==> src/rtl/synth_pkg.sv <==
// synth_pkg
//   Definitions shared by the score sequencer, score images and the tops that
//   instantiate tone channels:
//     - default widths of a score entry (divisor, duration, address)
//     - bit layout of one score entry: {end, gate, div[DIV_W], dur[DUR_W]}
//     - sequencer state encoding
//     - tone divisor constants for divider_variable (A2..A6 plus C4)
//     - make_entry(): packs one score entry from its fields
package synth_pkg;

    localparam int SCORE_DIV_W   = 11;
    localparam int SCORE_DUR_W   = 8;
    localparam int SCORE_ADDR_W  = 9;
    localparam int SCORE_ENTRY_W = 2 + SCORE_DIV_W + SCORE_DUR_W;

    // Score entry layout, LSB first: duration, divisor, gate, end marker.
    localparam int DUR_LSB  = 0;
    localparam int DIV_LSB  = DUR_LSB + SCORE_DUR_W;
    localparam int GATE_BIT = DIV_LSB + SCORE_DIV_W;
    localparam int END_BIT  = GATE_BIT + 1;

    typedef enum logic [1:0] {
        ST_IDLE  = 2'd0,
        ST_FETCH = 2'd1,
        ST_LOAD  = 2'd2,
        ST_PLAY  = 2'd3
    } seq_state_t;

    // Tone divisors for divider_variable; C4 is the post-reset divisor.
    localparam logic [SCORE_DIV_W-1:0] TONE_A2 = 11'd564;
    localparam logic [SCORE_DIV_W-1:0] TONE_A3 = 11'd282;
    localparam logic [SCORE_DIV_W-1:0] TONE_C4 = 11'd238;
    localparam logic [SCORE_DIV_W-1:0] TONE_A4 = 11'd141;
    localparam logic [SCORE_DIV_W-1:0] TONE_A5 = 11'd70;
    localparam logic [SCORE_DIV_W-1:0] TONE_A6 = 11'd35;

    function automatic logic [SCORE_ENTRY_W-1:0] make_entry(
        input logic                   is_end,
        input logic                   gate,
        input logic [SCORE_DIV_W-1:0] div,
        input logic [SCORE_DUR_W-1:0] dur
    );
        logic [SCORE_ENTRY_W-1:0] entry;
        entry                          = '0;
        entry[END_BIT]                 = is_end;
        entry[GATE_BIT]                = gate;
        entry[DIV_LSB +: SCORE_DIV_W]  = div;
        entry[DUR_LSB +: SCORE_DUR_W]  = dur;
        return entry;
    endfunction

endpackage

==> src/rtl/score_sequencer.sv <==
// score_sequencer
//   Steps through a note score held in an external synchronous-read memory and
//   drives one tone channel (oe gate + divisor for divider_variable). Note
//   lengths are counted in external tempo ticks.
//
// Ports
//   clk          system clock, all logic on posedge
//   nRST         synchronous active-low reset
//   tick_en      tempo step pulse, 1 clk wide
//   start        begin playback at address 0 (restarts when already busy)
//   stop         abort playback; wins over start
//   loop_en      replay from address 0 when the end marker is reached
//   score_addr   score memory read address
//   score_rd     score memory read strobe (data valid the following cycle)
//   score_data   score entry {end, gate, div, dur}
//   oe           tone channel output enable
//   div_num      tone divisor
//   busy         high whenever the sequencer is not idle
//   note_strobe  one clk pulse per loaded note
module score_sequencer
    import synth_pkg::*;
#(
    parameter int               DIV_W    = SCORE_DIV_W,
    parameter int               DUR_W    = SCORE_DUR_W,
    parameter int               ADDR_W   = SCORE_ADDR_W,
    parameter logic [DIV_W-1:0] REST_DIV = TONE_C4
) (
    input  logic                     clk,
    input  logic                     nRST,
    input  logic                     tick_en,
    input  logic                     start,
    input  logic                     stop,
    input  logic                     loop_en,
    output logic [ADDR_W-1:0]        score_addr,
    output logic                     score_rd,
    input  logic [2+DIV_W+DUR_W-1:0] score_data,
    output logic                     oe,
    output logic [DIV_W-1:0]         div_num,
    output logic                     busy,
    output logic                     note_strobe
);

    // Field positions follow the same layout as the package, but are derived
    // from this instance's widths.
    localparam int F_DUR_LSB  = 0;
    localparam int F_DIV_LSB  = DUR_W;
    localparam int F_GATE_BIT = DUR_W + DIV_W;
    localparam int F_END_BIT  = DUR_W + DIV_W + 1;

    localparam logic [DUR_W-1:0]  DUR_ONE  = 1;
    localparam logic [ADDR_W-1:0] ADDR_ONE = 1;

    seq_state_t         state_reg, state_next;
    logic [ADDR_W-1:0]  addr_reg, addr_next;
    logic               oe_reg, oe_next;
    logic [DIV_W-1:0]   div_reg, div_next;
    logic [DUR_W-1:0]   remaining_reg, remaining_next;
    logic               strobe_reg, strobe_next;

    logic               entry_end;
    logic               entry_gate;
    logic [DIV_W-1:0]   entry_div;
    logic [DUR_W-1:0]   entry_dur;

    assign entry_end  = score_data[F_END_BIT];
    assign entry_gate = score_data[F_GATE_BIT];
    assign entry_div  = score_data[F_DIV_LSB +: DIV_W];
    assign entry_dur  = score_data[F_DUR_LSB +: DUR_W];

    always_ff @(posedge clk) begin
        if (!nRST) begin
            state_reg     <= ST_IDLE;
            addr_reg      <= '0;
            oe_reg        <= 1'b0;
            div_reg       <= REST_DIV;
            remaining_reg <= '0;
            strobe_reg    <= 1'b0;
        end else begin
            state_reg     <= state_next;
            addr_reg      <= addr_next;
            oe_reg        <= oe_next;
            div_reg       <= div_next;
            remaining_reg <= remaining_next;
            strobe_reg    <= strobe_next;
        end
    end

    always_comb begin
        state_next     = state_reg;
        addr_next      = addr_reg;
        oe_next        = oe_reg;
        div_next       = div_reg;
        remaining_next = remaining_reg;
        strobe_next    = 1'b0;

        case (state_reg)
            ST_IDLE: begin
                oe_next = 1'b0;
            end
            ST_FETCH: begin
                state_next = ST_LOAD;
            end
            ST_LOAD: begin
                if (entry_end) begin
                    // An end marker at address 0 must not loop, otherwise an
                    // empty score would spin forever.
                    if (loop_en && (addr_reg != '0)) begin
                        addr_next  = '0;
                        state_next = ST_FETCH;
                    end else begin
                        oe_next    = 1'b0;
                        state_next = ST_IDLE;
                    end
                end else if (entry_dur == '0) begin
                    addr_next  = addr_reg + ADDR_ONE;
                    state_next = ST_FETCH;
                end else begin
                    // Divisor is taken even for a gated-off note so the
                    // divider is already settled when the next gate opens.
                    oe_next        = entry_gate;
                    div_next       = entry_div;
                    remaining_next = entry_dur;
                    strobe_next    = 1'b1;
                    state_next     = ST_PLAY;
                end
            end
            ST_PLAY: begin
                if (tick_en) begin
                    remaining_next = remaining_reg - DUR_ONE;
                    if (remaining_reg == DUR_ONE) begin
                        addr_next  = addr_reg + ADDR_ONE;
                        state_next = ST_FETCH;
                    end
                end
            end
            default: begin
                state_next = ST_IDLE;
            end
        endcase

        // Restart: the current entry (if any is being loaded) is discarded and
        // the outputs keep their values until address 0 has been loaded.
        if (start) begin
            addr_next      = '0;
            state_next     = ST_FETCH;
            oe_next        = oe_reg;
            div_next       = div_reg;
            remaining_next = remaining_reg;
            strobe_next    = 1'b0;
        end

        if (stop) begin
            addr_next      = addr_reg;
            state_next     = ST_IDLE;
            oe_next        = 1'b0;
            div_next       = div_reg;
            remaining_next = '0;
            strobe_next    = 1'b0;
        end
    end

    assign score_addr  = addr_reg;
    assign score_rd    = (state_reg == ST_FETCH);
    assign oe          = oe_reg;
    assign div_num     = div_reg;
    assign busy        = (state_reg != ST_IDLE);
    assign note_strobe = strobe_reg;

endmodule
==> config.mk <==
export PLATFORM = sky130hd
export DESIGN_NAME = score_sequencer
export DESIGN_NICKNAME = d
export VERILOG_FILES = /design/src/rtl/synth_pkg.sv /design/src/rtl/score_sequencer.sv
export SDC_FILE = /design/constraint.sdc
export NUM_CORES = 1
export LEC_CHECK = 0
export ABC_AREA = 1
export CORE_MARGIN = 5
export CORE_UTILIZATION = 35
export DETAILED_ROUTE_END_ITERATION = 7
export REMOVE_ABC_BUFFERS = 1
export SYNTH_ARGS = -nofsm -noshare
export SYNTH_HDL_FRONTEND = slang
export SYNTH_SLANG_ARGS = --single-unit
export TNS_END_PERCENT = 5
==> constraint.sdc <==
create_clock -name clk -period 2.5 [get_ports clk]
set_input_delay 0.75 -clock clk [delete_from_list [all_inputs] [get_ports clk]]
set_output_delay 0.75 -clock clk [all_outputs]
set_load 0.005 [all_outputs]
* Word-level counts from Yosys, hierarchy flattened *
Cells that the tools add are included.
Widths: inputs -> output; s select.

storage, ports and cells
  output and inout port bits = 24
  register bits = 32
  word-level logic and storage cells = 71

operators by class
  bitwise gates (word level) = 6
  multiplexer cells = 23
  reductions and logical operators = 19
  add/subtract/negate cells = 2
  equality and inequality tests = 14

operators by type and width
  kind                 number
  $mux 9               6
  $mux 8               3
  $pmux 9 s2           1
  $pmux 8 s2           1
  $ne 3x3->1 const B   4
  $reduce_and 5->1     2
  $add 9x1->9 const B  1
  $reduce_bool 9->1    1
  $eq 8x1->1 const B   1
  $logic_not 8->1      1
  $mux 2               4
  $ne 2x2->1 const B   4
  $ne 4x4->1 const B   2
  $sub 8x1->8 const B  1
  $mux 1               6
  $not 1->1            6
  $pmux 2 s3           1
  $reduce_and 3->1     2
  $reduce_and 6->1     1
  $reduce_bool 2->1    3
  $reduce_bool 3->1    2
  $reduce_or 5->1      1
  $eq 2x2->1 const B   2
  $reduce_and 4->1     1
  other kinds (7)      7

* Depth between registers and ports, before layout *
Gate-level depths: netlist (run 1).

  depth after elaboration = 6
  gate-level depth with buffers = 13

* Worst setup path after synthesis (run 1) *
OpenSTA, ideal clock, no wires.

  kind = input-to-reg
  from = in score_data[7]
  to = reg remaining_reg[3]
  path buffers = 0
  setup slack = 817 ps
  library setup time = 121 ps
  stages on the path = 9
  data arrival time = 1562 ps
  path through = nor2_1 -> nand2_1 -> nor2_4 -> nand2_1 -> nand2_4 -> inv_4 -> o21ai_2 -> nand2_1 -> nor3b_2

between the ends
  longest elaborated chain between the ends = 3

ends and longest elaborated chain
  item                               line                    source
  start, declared                    score_sequencer.sv:36   input logic [2+DIV_W+DUR_W-1:0] score_data,
  $logic_not 8->1                    score_sequencer.sv:114  end else if (entry_dur == '0) begin
  $ne 2x2->1 (no source line)        -
  $reduce_and 5->1 (no source line)  -
  end signal, assigned               score_sequencer.sv:83   remaining_reg <= remaining_next;
  end, declared                      score_sequencer.sv:57   logic [DUR_W-1:0] remaining_reg, remaining_next;

Every way passes these cells.
A chain may end at the register's enable or synchronous reset.

* Worst setup path after layout (run 1) *
  from = reg state_reg[0]
  to = out busy

between the ends
  longest elaborated chain between the ends = 1

ends and longest elaborated chain
  item                    line                    source
  start, declared         score_sequencer.sv:53   seq_state_t state_reg, state_next;
  start signal, assigned  score_sequencer.sv:79   state_reg <= state_next;
  $reduce_bool 2->1       score_sequencer.sv:166  assign busy = (state_reg != ST_IDLE);
  end, declared           score_sequencer.sv:39   output logic busy,

Every way passes these cells.

==> run_results.csv, run 1 <==
group,metric,value,unit
outcome,status,"complete, no violations",
timing,rsz0062_at_grt,"false",
timing,slew_violations,0,
grt,grt_pass1_wl,8.321,mm
pwr,switchingPower,285.7,uW
critical_path,worstPathMaxFanout,4,
grt,gr-total-overflow,0,
detailed_routing,drc,0,
pwr,clockPowerShare,41.7,%
logic_synthesis,yosysTopAreaCellShare,32.55,%
logic_synthesis,ys.flop_type,"dfxtp_1",
die,std_cell_rows,27,
die,core_area,5473,um2
logic_synthesis,syn_area,1968,um2
critical_path,startpoint,"state_reg[0]",
finish,drive_above_1_share,12.99,%
detailed_routing,drt_iter0_markers,46,
worst_hold_path,hp-class,"reg -> reg",
logic_synthesis,synth_edf_count,0,
logic_synthesis,synth_most_common_cell,"nand2_1",
logic_synthesis,ys_ff_latch,32,
timing,hold_viol_final,0,
critical_path,cp-start-kind,"register",
pwr,p_comb_share,13.4,%
worst_hold_path,min_from,"oe",
pwr,intPower,898.9,uW
detailed_routing,route.vias.total,1970,
die,dieArea,7223,um2
critical_path,crit_type,"reg -> out",
finish,nets,388,
cts,cts.clk_slew.worst_paths,0.07,ns
timing,max_slew.worst_pin.slew,0.3471,ns
placed_design,dp_hpwl,3.772,mm
logic_synthesis,post-synth-top-area-cell,"dfxtp_1",
grt,grt_pass1_vias,1816,
timing,period_needed,2.271,ns
timing,tns,0,ns
die,die_h,84.99,um
grt,antenna_found_initial,0,
timing,setup_viol_count_final,0,
critical_path,rrSetupSlack,0.69,ns
pwr,seq_power_share,44.9,%
cts,cts_num_sinks,32,
critical_path,crit_end,"busy",
critical_path,worstPathRequired,1.75,ns
run,maxCapViolCount,0,
cts,clk_latency,0.28,ns
finish,n_antenna_cell,0,
placed_design,numPortBuffers,50,
pwr,power.density,448.1,nW/um2
grt,grt_use_total,13.90,%
pwr,vdd.ir_drop.worst,401.0,uV
timing,finalCritPeriodShare,90.86,%
cts,cts_tree,"built",
critical_path,crit_arrival,1.52,ns
cts,h-tree-depth,2,
cts,ctsResizeCount,0,
cts,clockBufferDepth,2,
logic_synthesis,synth_cell_types,30,
logic_synthesis,avgSynthCellArea,6.582,um2
detailed_routing,first_pass_iters,4,
detailed_routing,wl,4.923,mm
placed_design,gp_congestion,0.8997,
detailed_routing,routed_via_density,4.624,
cts,cts_buffers,5,
critical_path,r2r-end,"score_addr[6]",
finish,instances_no_fill,426,
detailed_routing,wire_per_inst,11.56,um
finish,syn2layout_area_growth,34.33,%
cts,root_buffer,"clkbuf_8",
critical_path,reg2reg_depth,10,
timing,relSlewSlack,76.83,%
logic_synthesis,synth_cells,299,
logic_synthesis,synth.area.top_cells,"dfxtp_1, nand2_1, nand3_1, nor2_1, ha_1",
placed_design,dpl.cell_count,418,
critical_path,r2r_start,"state_reg[0]",
logic_synthesis,synth_common_cells,"nand2_1, nor2_1, dfxtp_1, nand3_1, inv_1",
timing,fmax,440.3,MHz
logic_synthesis,ys_async_sr_fraction,0,%
cts,cts_hold_buf,0,
die,start_util,35.96,%
pwr,p_sw_share,24.12,%
pwr,p_leak,0.001134,uW
cts,cts_setup_buffers,0,
logic_synthesis,ys_warn_count,0,
grt,grt_max_degree,16,
logic_synthesis,yosysSeqAreaShare,32.55,%
die,ioPinCount,51,
die,die_x,84.99,um
timing,fin_skew,0.008831,ns
critical_path,worstSetupEndpointType,"primary output",
detailed_routing,antenna_left,0,
finish,largest_reg_flops,11,
[layout make-up]
| class | count | area, um2 |
|---|---|---|
| Clock buffer | 6 | 72.57 |
| Sequential cell | 32 | 640.6 |
| Inverter | 37 | 141.4 |
| Timing Repair Buffer | 55 | 538.0 |
| Multi-Input combinational cell | 222 | 1126 |
| Tap cell | 72 | 90.09 |
| Clock inverter | 2 | 35.03 |
| Fill cell | 585 | 2829 |
[metrics by stage]
step	area [um2]	hold WS (ns)	utilization, %	power (uW)	worst slack, ns
global placement	2536	0.4524	46.34	702.7	0.1507
finish	2644	0.4621	48.31	1185	0.2286
CTS	2644	0.4670	48.31	1204	0.2054
floorplan	1908	0.4556	-	613.8	0.8054
global route	2644	0.4921	48.31	1250	0.1164
detailed placement	2536	0.4568	46.34	702.4	0.1413
[logic make-up after synthesis]
logic type | count (synthesis) | share of synthesized area [%]
AOI/OAI and AO/OA | 36 | 10.04
adders and majority gates | 8 | 5.086
buffers and inverters | 45 | 10.23
DFF | 32 | 32.55
and+or+nand+nor | 178 | 42.08
[worst max-delay path, stage by stage, from the launching register on]
cell and delay (ns):
dfxtp_1 0.39, inv_1 0.08, ha_1 0.19, inv_1 0.08, clkdlybuf4s50_1 0.50
[placed cells by master, fill, tap and decap left out]
cell type        synthesis  final
a31oi_1                  2      2
inv_1                   26     26
or2_2                    2      2
inv_2                    9      9
nor3_1                   4      4
o21ai_2                  2      2
a21oi_1                 13     13
bufinv_16                0      1
nor2_4                   3      3
nor2_2                   6      6
clkdlybuf4s50_1          0     50
o21ai_1                  3      3
dfxtp_1                 32     32
nor3b_2                  1      1
nand2_2                  4      4
a211oi_1                 2      2
nand2_1                 81     81
nor3_4                   1      1
ha_1                     8      8
nand2_4                  2      2
clkbuf_1                 1      1
clkinv_1                 1      1
buf_4                    1      5
nand3_1                 32     32
o211ai_1                 1      1
o21ai_0                 13     13
nand4_1                  3      3
clkbuf_8                 0      5
nand3_2                  3      3
nor2_1                  36     36
clkinv_2                 0      1
inv_4                    1      1
[power by group through the flow]
stage,clock (uW),combinational (uW),sequential (uW)
2_1_floorplan,0,72.6,541
3_3_place_gp,0,159,543
3_5_place_dp,0,159,543
4_1_cts,512,160,532
5_1_grt,539,177,534
6_report,494,158,532
[routing by layer]
metal	vias to the layer above	share of wire (%)	track usage [%]
li1	1061	-	-
met1	846	49	18.25
met2	58	44	22.03
met3	5	6.6	4.466
met4	0	1.2	3.453
met5	-	0	0
[worst min path at each step]
stage	to	slack, ns	depth (start not counted)
global route	oe	0.49	2
CTS	oe	0.47	2
detailed placement	oe	0.46	2
finish	oe	0.46	2
global placement	div_num[2]	0.45	2
floorplan	oe	0.46	2
No activity file was read; power rests on OpenSTA's default activity.
==> inputs of run 2 (changes only) <==
--- a/config.mk
+++ b/config.mk
@@ -10,6 +10,7 @@
 export CORE_UTILIZATION = 35
 export DETAILED_ROUTE_END_ITERATION = 7
 export REMOVE_ABC_BUFFERS = 1
+export SETUP_SLACK_MARGIN = 0.1
 export SYNTH_ARGS = -nofsm -noshare
 export SYNTH_HDL_FRONTEND = slang
 export SYNTH_SLANG_ARGS = --single-unit
==> results of run 2 <==
The final DEF is identical to that of run 1; final timing and power are the same.
